### src/rtl/stream_wrr_pkt_arbiter_pkg.sv
// rtl/stream_wrr_pkt_arbiter_pkg.sv - shared constants and helpers for the packet WRR arbiter
// Purpose: FSM state encodings and the index-width helper used by the arbiter and its lzc.
// Ports: none (package).
package stream_wrr_pkt_arbiter_pkg;

  // Grant FSM: IDLE re-arbitrates every cycle, LOCK holds the grant until the packet ends.
  localparam logic STATE_IDLE = 1'b0;
  localparam logic STATE_LOCK = 1'b1;

  // Width of an index into n entries; a single entry still needs one bit.
  function automatic int unsigned idx_width(input int unsigned n);
    return (n > 1) ? $clog2(n) : 1;
  endfunction

endpackage

### src/rtl/stream_wrr_pkt_arbiter_lzc.sv
// rtl/stream_wrr_pkt_arbiter_lzc.sv - trailing-zero counter (position of first set bit from LSB)
// Purpose: finds the first requester in the priority-rotated valid vector.
// Ports:
//   in_i     in   WIDTH                 request vector, bit 0 has highest priority
//   cnt_o    out  idx_width(WIDTH)      index of lowest set bit, 0 when empty
//   empty_o  out  1                     no bit set
module stream_wrr_pkt_arbiter_lzc
  import stream_wrr_pkt_arbiter_pkg::*;
#(
  parameter int unsigned WIDTH = 2,
  localparam int unsigned CNT_W = idx_width(WIDTH)
) (
  input  logic [WIDTH-1:0] in_i,
  output logic [CNT_W-1:0] cnt_o,
  output logic             empty_o
);

  // Scan from the top so the lowest set bit is the last to overwrite.
  always_comb begin
    cnt_o = '0;
    for (int i = WIDTH - 1; i >= 0; i--) begin
      if (in_i[i]) cnt_o = CNT_W'(i);
    end
  end

  assign empty_o = ~|in_i;

endmodule

### src/rtl/stream_wrr_pkt_arbiter.sv
// rtl/stream_wrr_pkt_arbiter.sv - packet-aware weighted round-robin stream arbiter
// Purpose: multiplexes N_INP valid/ready streams onto one output, holding the grant for a
//   whole packet and for up to weight+1 consecutive packets per input. Zero-latency data path.
// Ports:
//   clk_i, rst_ni   clock, asynchronous active-low reset
//   inp_weight_i    per-input weight (WEIGHT_W bits each), sampled at packet end
//   inp_data_i      per-input payload
//   inp_last_i      per-input last-beat flag
//   inp_valid_i     per-input valid
//   inp_ready_o     per-input ready, one-hot at the selected input
//   oup_data_o      selected payload
//   oup_last_o      selected last flag
//   oup_valid_o     selected valid
//   oup_ready_i     downstream ready
//   oup_idx_o       index of the selected input
module stream_wrr_pkt_arbiter
  import stream_wrr_pkt_arbiter_pkg::*;
#(
  parameter type         DATA_T   = logic,
  parameter int unsigned N_INP    = 2,
  parameter int unsigned WEIGHT_W = 4,
  localparam int unsigned IDX_W   = idx_width(N_INP)
) (
  input  logic                      clk_i,
  input  logic                      rst_ni,
  input  logic [N_INP*WEIGHT_W-1:0] inp_weight_i,
  input  DATA_T [N_INP-1:0]         inp_data_i,
  input  logic [N_INP-1:0]          inp_last_i,
  input  logic [N_INP-1:0]          inp_valid_i,
  output logic [N_INP-1:0]          inp_ready_o,
  output DATA_T                     oup_data_o,
  output logic                      oup_last_o,
  output logic                      oup_valid_o,
  input  logic                      oup_ready_i,
  output logic [IDX_W-1:0]          oup_idx_o
);

  if (N_INP == 0) begin : g_bad_n_inp
    $fatal(1, "stream_wrr_pkt_arbiter: N_INP must be at least 1");
  end

  logic                state_q, state_d;
  logic [IDX_W-1:0]    ptr_q, ptr_d;
  logic [IDX_W-1:0]    sel_q, sel_d;
  logic [WEIGHT_W-1:0] cnt_q, cnt_d;

  logic [N_INP-1:0]    valid_rot;
  logic [IDX_W-1:0]    lzc_cnt;
  logic                lzc_empty;
  logic [IDX_W-1:0]    sel_idle;
  logic [IDX_W-1:0]    sel;
  logic                any_req;
  logic                hs;
  logic                pkt_end;
  logic [WEIGHT_W-1:0] sel_weight;
  logic [WEIGHT_W-1:0] eff_cnt;

  // (a + b) mod N_INP for operands already below N_INP.
  function automatic logic [IDX_W-1:0] add_mod(input logic [IDX_W-1:0] a,
                                               input logic [IDX_W-1:0] b);
    logic [IDX_W:0] s;
    s = {1'b0, a} + {1'b0, b};
    if (s >= (IDX_W+1)'(N_INP)) s = s - (IDX_W+1)'(N_INP);
    return s[IDX_W-1:0];
  endfunction

  // Rotate so that bit 0 is the input at the priority head.
  always_comb begin
    valid_rot = '0;
    for (int unsigned i = 0; i < N_INP; i++) begin
      valid_rot[i] = inp_valid_i[add_mod(ptr_q, IDX_W'(i))];
    end
  end

  stream_wrr_pkt_arbiter_lzc #(
    .WIDTH (N_INP)
  ) u_lzc (
    .in_i    (valid_rot),
    .cnt_o   (lzc_cnt),
    .empty_o (lzc_empty)
  );

  assign sel_idle = add_mod(ptr_q, lzc_cnt);
  assign sel      = (state_q == STATE_LOCK) ? sel_q : sel_idle;

  // A held grant keeps ready on its input through valid gaps; in IDLE nobody is ready
  // unless someone is actually requesting.
  assign any_req = (state_q == STATE_LOCK) | ~lzc_empty;

  assign oup_data_o  = inp_data_i[sel];
  assign oup_last_o  = inp_last_i[sel];
  assign oup_valid_o = inp_valid_i[sel];
  assign oup_idx_o   = sel;

  always_comb begin
    inp_ready_o = '0;
    for (int unsigned i = 0; i < N_INP; i++) begin
      inp_ready_o[i] = oup_ready_i & any_req & (sel == IDX_W'(i));
    end
  end

  assign hs      = oup_valid_o & oup_ready_i;
  assign pkt_end = hs & oup_last_o;

  always_comb begin
    sel_weight = '0;
    for (int unsigned i = 0; i < N_INP; i++) begin
      if (sel == IDX_W'(i)) sel_weight = inp_weight_i[i*WEIGHT_W +: WEIGHT_W];
    end
  end

  // A packet from an input other than the head starts a fresh turn for that input.
  assign eff_cnt = (sel == ptr_q) ? cnt_q : '0;

  always_comb begin
    state_d = state_q;
    sel_d   = sel_q;
    ptr_d   = ptr_q;
    cnt_d   = cnt_q;

    if (state_q == STATE_IDLE) begin
      sel_d = sel;
      // Lock on a stall too, so the presented beat cannot be re-arbitrated away.
      if (oup_valid_o && (!oup_ready_i || !oup_last_o)) state_d = STATE_LOCK;
    end else if (pkt_end) begin
      state_d = STATE_IDLE;
    end

    if (pkt_end) begin
      // >= so that a weight lowered mid-turn still closes the turn.
      if (eff_cnt >= sel_weight) begin
        ptr_d = add_mod(sel, IDX_W'(1));
        cnt_d = '0;
      end else begin
        ptr_d = sel;
        cnt_d = eff_cnt + WEIGHT_W'(1);
      end
    end

    if (N_INP == 1) begin
      ptr_d = '0;
      cnt_d = '0;
    end
  end

  always_ff @(posedge clk_i or negedge rst_ni) begin
    if (!rst_ni) begin
      state_q <= STATE_IDLE;
      ptr_q   <= '0;
      cnt_q   <= '0;
      sel_q   <= '0;
    end else begin
      state_q <= state_d;
      ptr_q   <= ptr_d;
      cnt_q   <= cnt_d;
      sel_q   <= sel_d;
    end
  end

  // Sources may not retract or alter a beat that is waiting for ready.
  for (genvar gi = 0; gi < N_INP; gi++) begin : g_proto
    a_hold_beat : assert property (@(posedge clk_i) disable iff (!rst_ni)
      (inp_valid_i[gi] && !inp_ready_o[gi]) |=>
        (inp_valid_i[gi] && $stable(inp_data_i[gi]) && $stable(inp_last_i[gi])));
  end

endmodule

### config.mk
export PLATFORM = sky130hd
export DESIGN_NAME = stream_wrr_pkt_arbiter
export DESIGN_NICKNAME = d
export VERILOG_FILES = /design/src/rtl/stream_wrr_pkt_arbiter_pkg.sv /design/src/rtl/stream_wrr_pkt_arbiter_lzc.sv /design/src/rtl/stream_wrr_pkt_arbiter.sv
export SDC_FILE = /design/constraint.sdc
export NUM_CORES = 1
export LEC_CHECK = 0
export BUFFER_PORTS_ARGS = -buffer_cell sky130_fd_sc_hd__buf_2
export CORE_MARGIN = 2
export CORE_UTILIZATION = 49
export CTS_CLUSTER_SIZE = 14
export DETAILED_ROUTE_END_ITERATION = 10
export GPL_TIMING_DRIVEN = 0
export PLACE_DENSITY = 0.77
export SKIP_CTS_REPAIR_TIMING = 1
export SLEW_MARGIN = 20
export SYNTH_ARGS = -nofsm -noshare
export SYNTH_HDL_FRONTEND = slang
export SYNTH_HIERARCHICAL = 1
export SYNTH_SLANG_ARGS = --single-unit
### constraint.sdc
create_clock -name clk_i -period 3.75 [get_ports clk_i]
set_clock_uncertainty 0.05 [all_clocks]
set_input_delay 0.375 -clock clk_i [delete_from_list [all_inputs] [get_ports clk_i]]
set_output_delay 0.375 -clock clk_i [all_outputs]
set_load 0.02 [all_outputs]
==> results of run 1 <==
layout by cell type (no fill, tap or decap), drive strengths merged:
cell         count
nand3            1
nand2b           1
nor4b            1
nor3             4
nor2b            1
o21a             1
a221oi           1
o31ai            2
ha               5
mux2             2
buf             25
o22ai            1
o21ai            2
nand4b           1
dlygate4sd3      1
xor2             2
dfrtp            7
nor4             1
xnor2            3
nor2             8
nand2           17
nand4            1
inv              8
a211o            2
nor3b            2
mux2i            5
a2111oi          1
clkbuf           4
and2             4
synth_stat cells (3+ instances only):
cell	count
and2_1	4
dfrtp_1	7
ha_1	5
inv_1	7
mux2i_1	4
nand2_1	17
nor2_1	8
nor3_1	3
final timing paths:
| check | from | to | slack [ps] | cells after the start |
|---|---|---|---|---|
| setup reg to reg | ptr_q | cnt_q[3] | 390 | 14 |
| hold reg to reg | cnt_q[0] | cnt_q[0] | 450 | 2 |
| hold / removal | rst_ni | cnt_q[2] | 420 | 2 |
| min in group clk_i | cnt_q[0] | cnt_q[0] | 450 | 2 |
| max in group asynchronous | rst_ni | ptr_q | 3060 | 2 |
| setup / recovery | ptr_q | cnt_q[3] | 390 | 14 |
sequential cells by signal, indices dropped and copies added, names as in the netlist:
name and flops:
sel_q 1, state_q 1, cnt_q 4, ptr_q 1
metrics by stage:
step / area [µm²] / hold slack [ps] / utilization (%)
detailed placement: 843 / 167 / 63.2
floorplan: 714 / 29.4 / -
finish: 888 / 425 / 66.6
global placement: 843 / 163 / 63.2
global route: 888 / 447 / 66.6
CTS: 870 / -113 / 65.2
worst register-to-register path, cell delays in order (launching register included):
cell and delay (ps):
dfrtp_1 330, buf_6 130, mux2_2 350, nor2b_2 210, xor2_1 150, mux2i_4 330, inv_2 160, nand2_1 100
nand2_1 60, ha_1 260, nand2b_1 140, a2111oi_1 440, nor3_2 170, nor4b_1 290, a211o_2 140
routing by layer:
layer | vias up | part of all wire (%)
li1 | 352 | -
met1 | 286 | 45
met2 | 13 | 49
met3 | 3 | 3.5
met4 | 0 | 2.1
met5 | - | 0
area by class of cell:
class	count	share of cell area, %
multi-input cells	69	55.2
flip-flops and latches	7	19.7
repair buffers	23	13.5
inverters	8	3.38
plain buffers	3	3.10
clock buffers	4	2.96
well taps	15	2.11
where the power goes:
part / internal, mW / switching (mW)
clock network: 0.0407 / 0.0287
registers: 0.106 / 0.0246
logic: 0.256 / 0.331
total: 0.403 / 0.384
cell families after synthesis:
group                    count (synthesis)  synth area share, %
AND/OR/NAND/NOR                         42                 29.2
buffers and inverters                   11                 8.06
AO/OA/AOI/OAI                           10                 11.6
multiplexers                             7                 10.7
flip-flops                               7                 24.5
XOR/XNOR                                 5                 7.18
adder cells (fa/ha/maj)                  5                 8.76
==> run summary, run 1 <==
Crit path largest cell delay = 440 ps
vias = 654
drt total wl = 1420 µm
clk_lat worst skew = 260 ps
Power Density = 886 nW/µm²
I/O Pins = 23
GP Congestion = 0.776
Crit path max-delay family = simple AND/OR/NAND/NOR gates
Fin. Hold Viols = 0
GR Layer Usage met1 = 21.9%
largest net degree at the start of global routing = 11
hpwl dp = 1140 µm
# clock sinks = 7
Core ar. = 1330 µm²
Required @ worst endpoint = 3900 ps
met2 usage = 32.0%
share of cells above drive strength 1 = 32.5%
final-report setup violation count = 0
slowest cell on the critical path = a2111oi_1
GR Util All Layers = 18.5%
Post-synth EDFFs = 0
critical path data arrival time = 3510 ps
multi-input logic area = 490 µm²
Clock Tree Buf Depth = 2
Placed Cells = 124
Hold Path Class = input pin to async pin
synthesized area per cell = 8.21 µm²
area leader, netlist = dfrtp_1
syn nets = 109
Ys Warns = 6
RSZ-0062 raised after global routing = no
asr flop ratio synth = 100%
Congestion Overflow GR = 0
run status = finished clean
Horiz. Die Dim = 42.2 µm
Yosys reg bits = 7
DR WL/cell = 11.0 µm
Max Freq = 298 MHz
met3 GRT Util = 1.29%
CP Class = flop to flop
Initial DRT Pass Iterations = 3
share of the synthesized area in the top cell type = 24.5%
critical path, cell by cell = buf_6 > mux2_2 > nor2b_2 > xor2_1 > mux2i_4 > inv_2 > nand2_1 > nand2_1 > ha_1 > nand2b_1 > a2111oi_1 > nor3_2 > nor4b_1 > a211o_2
CTS buffer count = 3
FF/Latch Area = 175 µm²
most frequent CP cell = nand2_1
first-pass GRT wire length = 2550 µm
vias in the first global route = 621
Tot Pwr = 787 µW
crit-path max FO = 9
# fillers = 135
Seq/Total Area, Yosys = 24.5%
layout net count = 137
Synth area leaders = dfrtp_1 (25%), nand2_1 (8.9%), ha_1 (8.8%)
DRT antenna net count = 0
CTS tree = done
CP bufs+invs = 2
die height = 42.2 µm
cell area after synthesis = 714 µm²
via/cell ratio = 5.07
Final min period = 3360 ps
Final Max Tran Viols = 0
setup slack after layout = 393 ps
Post-Syn Instances = 87
max_cap viols = 0
count of input and output buffers = 22
Clock transition at path regs = 60 ps
Layout Cells excl Fill = 129
CP endpoint kind = flop
starting density of the core = 53.6%
Worst Tran Pin Value = 486 ps
pre-CTS WS = 206 ps
initial detailed-routing violation count = 6
initial antenna violation count = 0
peak supply drop = 0.451 mV
period utilization = 89.5%
die area = 1780 µm²
antenna cells = 0
area growth from synthesis to layout = 24.3%
synth unique cells = 33
startpoint types = flop
Lkg Pwr = 0.450 nW
DRC = 0
H-tree levels = 1
Synth Flop Type = dfrtp_1
clock root cell = clkbuf_4
Slew HR = 67.4%
TNS Setup = 0 ps
floorplan row count = 13
GRT Max-Usage Layer = met2
Power figures use the tool's default switching activity.
==> run 2: changes to the inputs <==
--- a/config.mk
+++ b/config.mk
@@ -7,11 +7,11 @@
 export LEC_CHECK = 0
 export BUFFER_PORTS_ARGS = -buffer_cell sky130_fd_sc_hd__buf_2
 export CORE_MARGIN = 2
-export CORE_UTILIZATION = 49
+export CORE_UTILIZATION = 25
 export CTS_CLUSTER_SIZE = 14
 export DETAILED_ROUTE_END_ITERATION = 10
 export GPL_TIMING_DRIVEN = 0
-export PLACE_DENSITY = 0.77
+export RECOVER_POWER = 25
 export SKIP_CTS_REPAIR_TIMING = 1
 export SLEW_MARGIN = 20
 export SYNTH_ARGS = -nofsm -noshare
==> run summary, run 2 (synthesis results as in run 1) <==
clock share of power = 8.1%
initial detailed-routing violation count = 13
crit-path max FO = 9
vias in the first global route = 639
via/cell ratio = 4.68
peak supply drop = 0.318 mV
combinational power share = 75.7%
Congestion Overflow GR = 0
die height = 57.5 µm
I/O Pins = 23
clock root cell = clkbuf_4
sw frac = 49.0%
CTS buffer count = 3
DRC = 0
Initial DRT Pass Iterations = 3
Clock transition at path regs = 50 ps
DRT antenna net count = 0
Power Density = 883 nW/µm²
share of cells above drive strength 1 = 32.5%
GP Congestion = 0.772
largest net degree at the start of global routing = 11
most frequent cells in the layout = buf_2 (22), nand2_1 (17), nor2_1 (8)
CP Class = flop to flop
max_cap viols = 0
critical path data arrival time = 3480 ps
multi-input logic area = 495 µm²
Worst Tran Pin Value = 497 ps
layout net count = 137
drt total wl = 1510 µm
Core ar. = 2730 µm²
Final Max Tran Viols = 0
initial antenna violation count = 0
count of input and output buffers = 22
GR Util All Layers = 10.0%
Required @ worst endpoint = 3890 ps
# fillers = 299
# clock sinks = 7
final instance area = 912 µm²
P_int = 411 µW
antenna cells = 0
CP endpoint kind = flop
FF/Latch Area = 175 µm²
RSZ-0062 raised after global routing = no
Largest register FFs = 4
Fin. Hold Viols = 0
Final min period = 3340 ps
Horiz. Die Dim = 57.5 µm
Slew HR = 66.7%
Lkg Pwr = 0.449 nW
startpoint types = flop
placed inst area = 863 µm²
first-pass GRT wire length = 2670 µm
period utilization = 89.0%
clk_lat worst skew = 240 ps
run status = finished clean
CTS tree = done
final-report setup violation count = 0
area growth from synthesis to layout = 27.7%
Top reg by flops = cnt_q
Max Freq = 299 MHz
floorplan row count = 19
Clock Tree Buf Depth = 2
starting density of the core = 26.1%
H-tree levels = 1
Sw Pwr = 394 µW
Hold Path Class = flop to flop
hpwl dp = 1240 µm
vias = 679
die area = 3300 µm²
most common cell after layout, fill and taps aside = buf_2
TNS Setup = 0 ps
DR WL/cell = 10.4 µm
Seq pwr share = 16.2%
[run 2: layer usage]
layer / GRT usage, % / vias to the layer above / wire length [µm]
met5: 0 / - / 0
met4: 4.98 / 0 / 19
met3: 0.680 / 2 / 54
met2: 17.4 / 12 / 787
met1: 12.4 / 310 / 649
li1: - / 355 / -
[run 2: final timing paths]
kind	from	to	slack, ps	depth (start not counted)
max	ptr_q	cnt_q[3]	410	14
min	cnt_q[1]	cnt_q[1]	450	2
max reg2reg	ptr_q	cnt_q[3]	410	14
min reg2reg	cnt_q[1]	cnt_q[1]	450	2
max in group asynchronous	rst_ni	ptr_q	2870	2
min in group asynchronous	rst_ni	sel_q	510	2
[run 2: area by class of cell]
| type | instances | share of cell area [%] |
|---|---|---|
| Clock buffer | 4 | 2.88 |
| Timing Repair Buffer | 23 | 13.0 |
| Multi-Input combinational cell | 69 | 54.3 |
| Inverter | 8 | 3.29 |
| Sequential cell | 7 | 19.2 |
| Buffer | 3 | 3.02 |
| Tap cell | 31 | 4.25 |
[run 2: power by group through the flow]
stage               Clock (mW)  Sequential (mW)  Combinational (mW)
floorplan                    0            0.124               0.469
global route            0.0739            0.135               0.685
global placement             0            0.129               0.576
finish                  0.0652            0.131               0.609
detailed placement           0            0.130               0.595
CTS                     0.0691            0.129               0.596
[run 2: metrics by stage]
stage                     worst slack [ps]  total power, mW  cells  util, %  hold WS (ps)
after floorplan                        454            0.594     87        -          29.4
after global placement                 264            0.705    140     31.6           167
after detailed placement               129            0.725    140     31.6           166
after CTS                              124            0.794    144     32.5         -99.6
after global routing                   146            0.894    145     33.4           493
final                                  411            0.805    145     33.4           453
[run 2: critical path, stage by stage (launching register included)]
cell and delay, ps:
dfrtp_1 330, buf_6 130, mux2_2 360, nor2b_2 230, xor2_1 150, mux2i_4 350, inv_2 160, nand2_1 100
nand2_1 50, ha_1 250, nand2b_1 160, a2111oi_2 390, nor3_2 160, nor4b_1 290, a211o_2 140
==> run 3: changes to the inputs <==
==> constraint.sdc (replaced) <==
create_clock -name clk_i -period 3.2 [get_ports clk_i]
set_clock_uncertainty 0.05 [all_clocks]
set_input_delay 0.32 -clock clk_i [delete_from_list [all_inputs] [get_ports clk_i]]
set_output_delay 0.32 -clock clk_i [all_outputs]
set_load 0.02 [all_outputs]
==> run summary, run 3 (synthesis results as in run 1) <==
final-report setup violation count = 0
CTS tree = done
FF-to-FF Start = ptr_q
Tot Pwr = 1.28 mW
CP endpoint kind = flop
TNS Setup = 0 ps
CTS buffer count = 3
Slew HR = 73.9%
critical path data arrival time = 3130 ps
clock root cell = clkbuf_4
initial detailed-routing violation count = 31
GR Layer Usage met1 = 12.0%
layout net count = 149
DRT antenna net count = 0
clk_lat worst skew = 250 ps
Top reg by flops = cnt_q
share of cells above drive strength 1 = 46.8%
starting density of the core = 26.1%
antenna cells = 0
pre-CTS WS = -214 ps
Clock Tree Buf Depth = 2
max_cap viols = 0
Initial DRT Pass Iterations = 4
area growth from synthesis to layout = 52.4%
met2 usage = 17.9%
DR WL/cell = 10.9 µm
via/cell ratio = 4.69
reg2reg path depth = 13
most common cell after layout, fill and taps aside = buf_2
peak supply drop = 0.645 mV
crit path to = cnt_q[3]
Largest register FFs = 4
Fin. Hold Viols = 0
placed inst area = 872 µm²
run status = finished clean
Congestion Overflow GR = 0
largest net degree at the start of global routing = 11
GP Congestion = 0.758
DRC = 0
die height = 57.5 µm
count of input and output buffers = 22
Required @ worst endpoint = 3290 ps
startpoint types = flop
CP Class = flop to flop
drt total wl = 1710 µm
H-tree levels = 1
GR Util All Layers = 9.86%
# clock sinks = 7
GRT Max-Usage Layer = met2
CP startpoint = ptr_q
Clock transition at path regs = 60 ps
Worst Tran Pin Value = 392 ps
vias = 737
met3 GRT Util = 0.680%
r2r setup slk = 150 ps
crit-path max FO = 6
floorplan row count = 19
Hold Path Class = input pin to flop
Core ar. = 2730 µm²
# fillers = 283
initial antenna violation count = 0
Final min period = 3050 ps
hpwl dp = 1260 µm
Power Density = 1180 nW/µm²
fin util = 39.8%
Lkg Pwr = 0.531 nW
most frequent cells in the layout = buf_2 (22), nand2_1 (17), buf_4 (11)
FF-to-FF End = cnt_q[3]
die area = 3300 µm²
Final Max Tran Viols = 0
Max Freq = 328 MHz
I/O Pins = 23
vias in the first global route = 636
first-pass GRT wire length = 2640 µm
period utilization = 95.2%
final instance area = 1090 µm²
Horiz. Die Dim = 57.5 µm
setup slack after layout = 154 ps
run 3: changes by cell type in the layout (fill, tap and decap cells not counted), sizes merged:
| cell | change |
|---|---|
| buf | +12 |
| clkbuf | -1 |
| clkinv | +1 |
run 3: worst min-delay path by stage:
stage,from,endpoint,slack [ps],cells after the start
CTS,rst_ni,cnt_q[2],-160,1
global placement,rst_ni,cnt_q[0],110,1
detailed placement,rst_ni,cnt_q[0],110,1
floorplan,rst_ni,cnt_q[0],-30,0
global route,rst_ni,ptr_q,480,2
finish,inp_valid_i[1],state_q,440,4
run 3: stage by stage:
stage,instances,hold slack [ps]
floorplan,87,-25.6
global placement,140,110
detailed placement,140,111
CTS,144,-159
global route,157,480
finish,157,443
run 3: power by group:
part	total (mW)	leakage [nW]	internal [mW]	switching (mW)
clock	0.0803	0.0177	0.0457	0.0346
sequential	0.155	0.0803	0.124	0.0306
combinational	1.05	0.433	0.525	0.524
total	1.28	0.531	0.695	0.589
run 3: per-layer routing:
metal  up-vias  wire [µm]
met5         -          0
met4         0         12
met3         2         58
met2        14        957
met1       341        682
li1        380          -
run 3: layout make-up:
cell class | count | area [µm²] | area share (%)
inverter | 8 | 32.5 | 2.99
tap | 31 | 38.8 | 3.56
multi-input combinational | 69 | 574 | 52.8
clock inverter | 1 | 5.00 | 0.460
clock buffer | 3 | 22.5 | 2.07
sequential | 7 | 175 | 16.1
buffer | 3 | 27.5 | 2.53
timing repair buffer | 35 | 213 | 19.5
run 3: critical path, stage by stage (launching register included):
cell       delay (ps)
dfrtp_1           330
buf_6             110
mux2_2            340
nor2b_4           150
xor2_2            190
mux2i_4           280
buf_6             160
buf_4             100
mux2i_1           170
ha_1              230
a2111oi_4          70
nor3_4            360
nor3_2             80
a211o_2           300
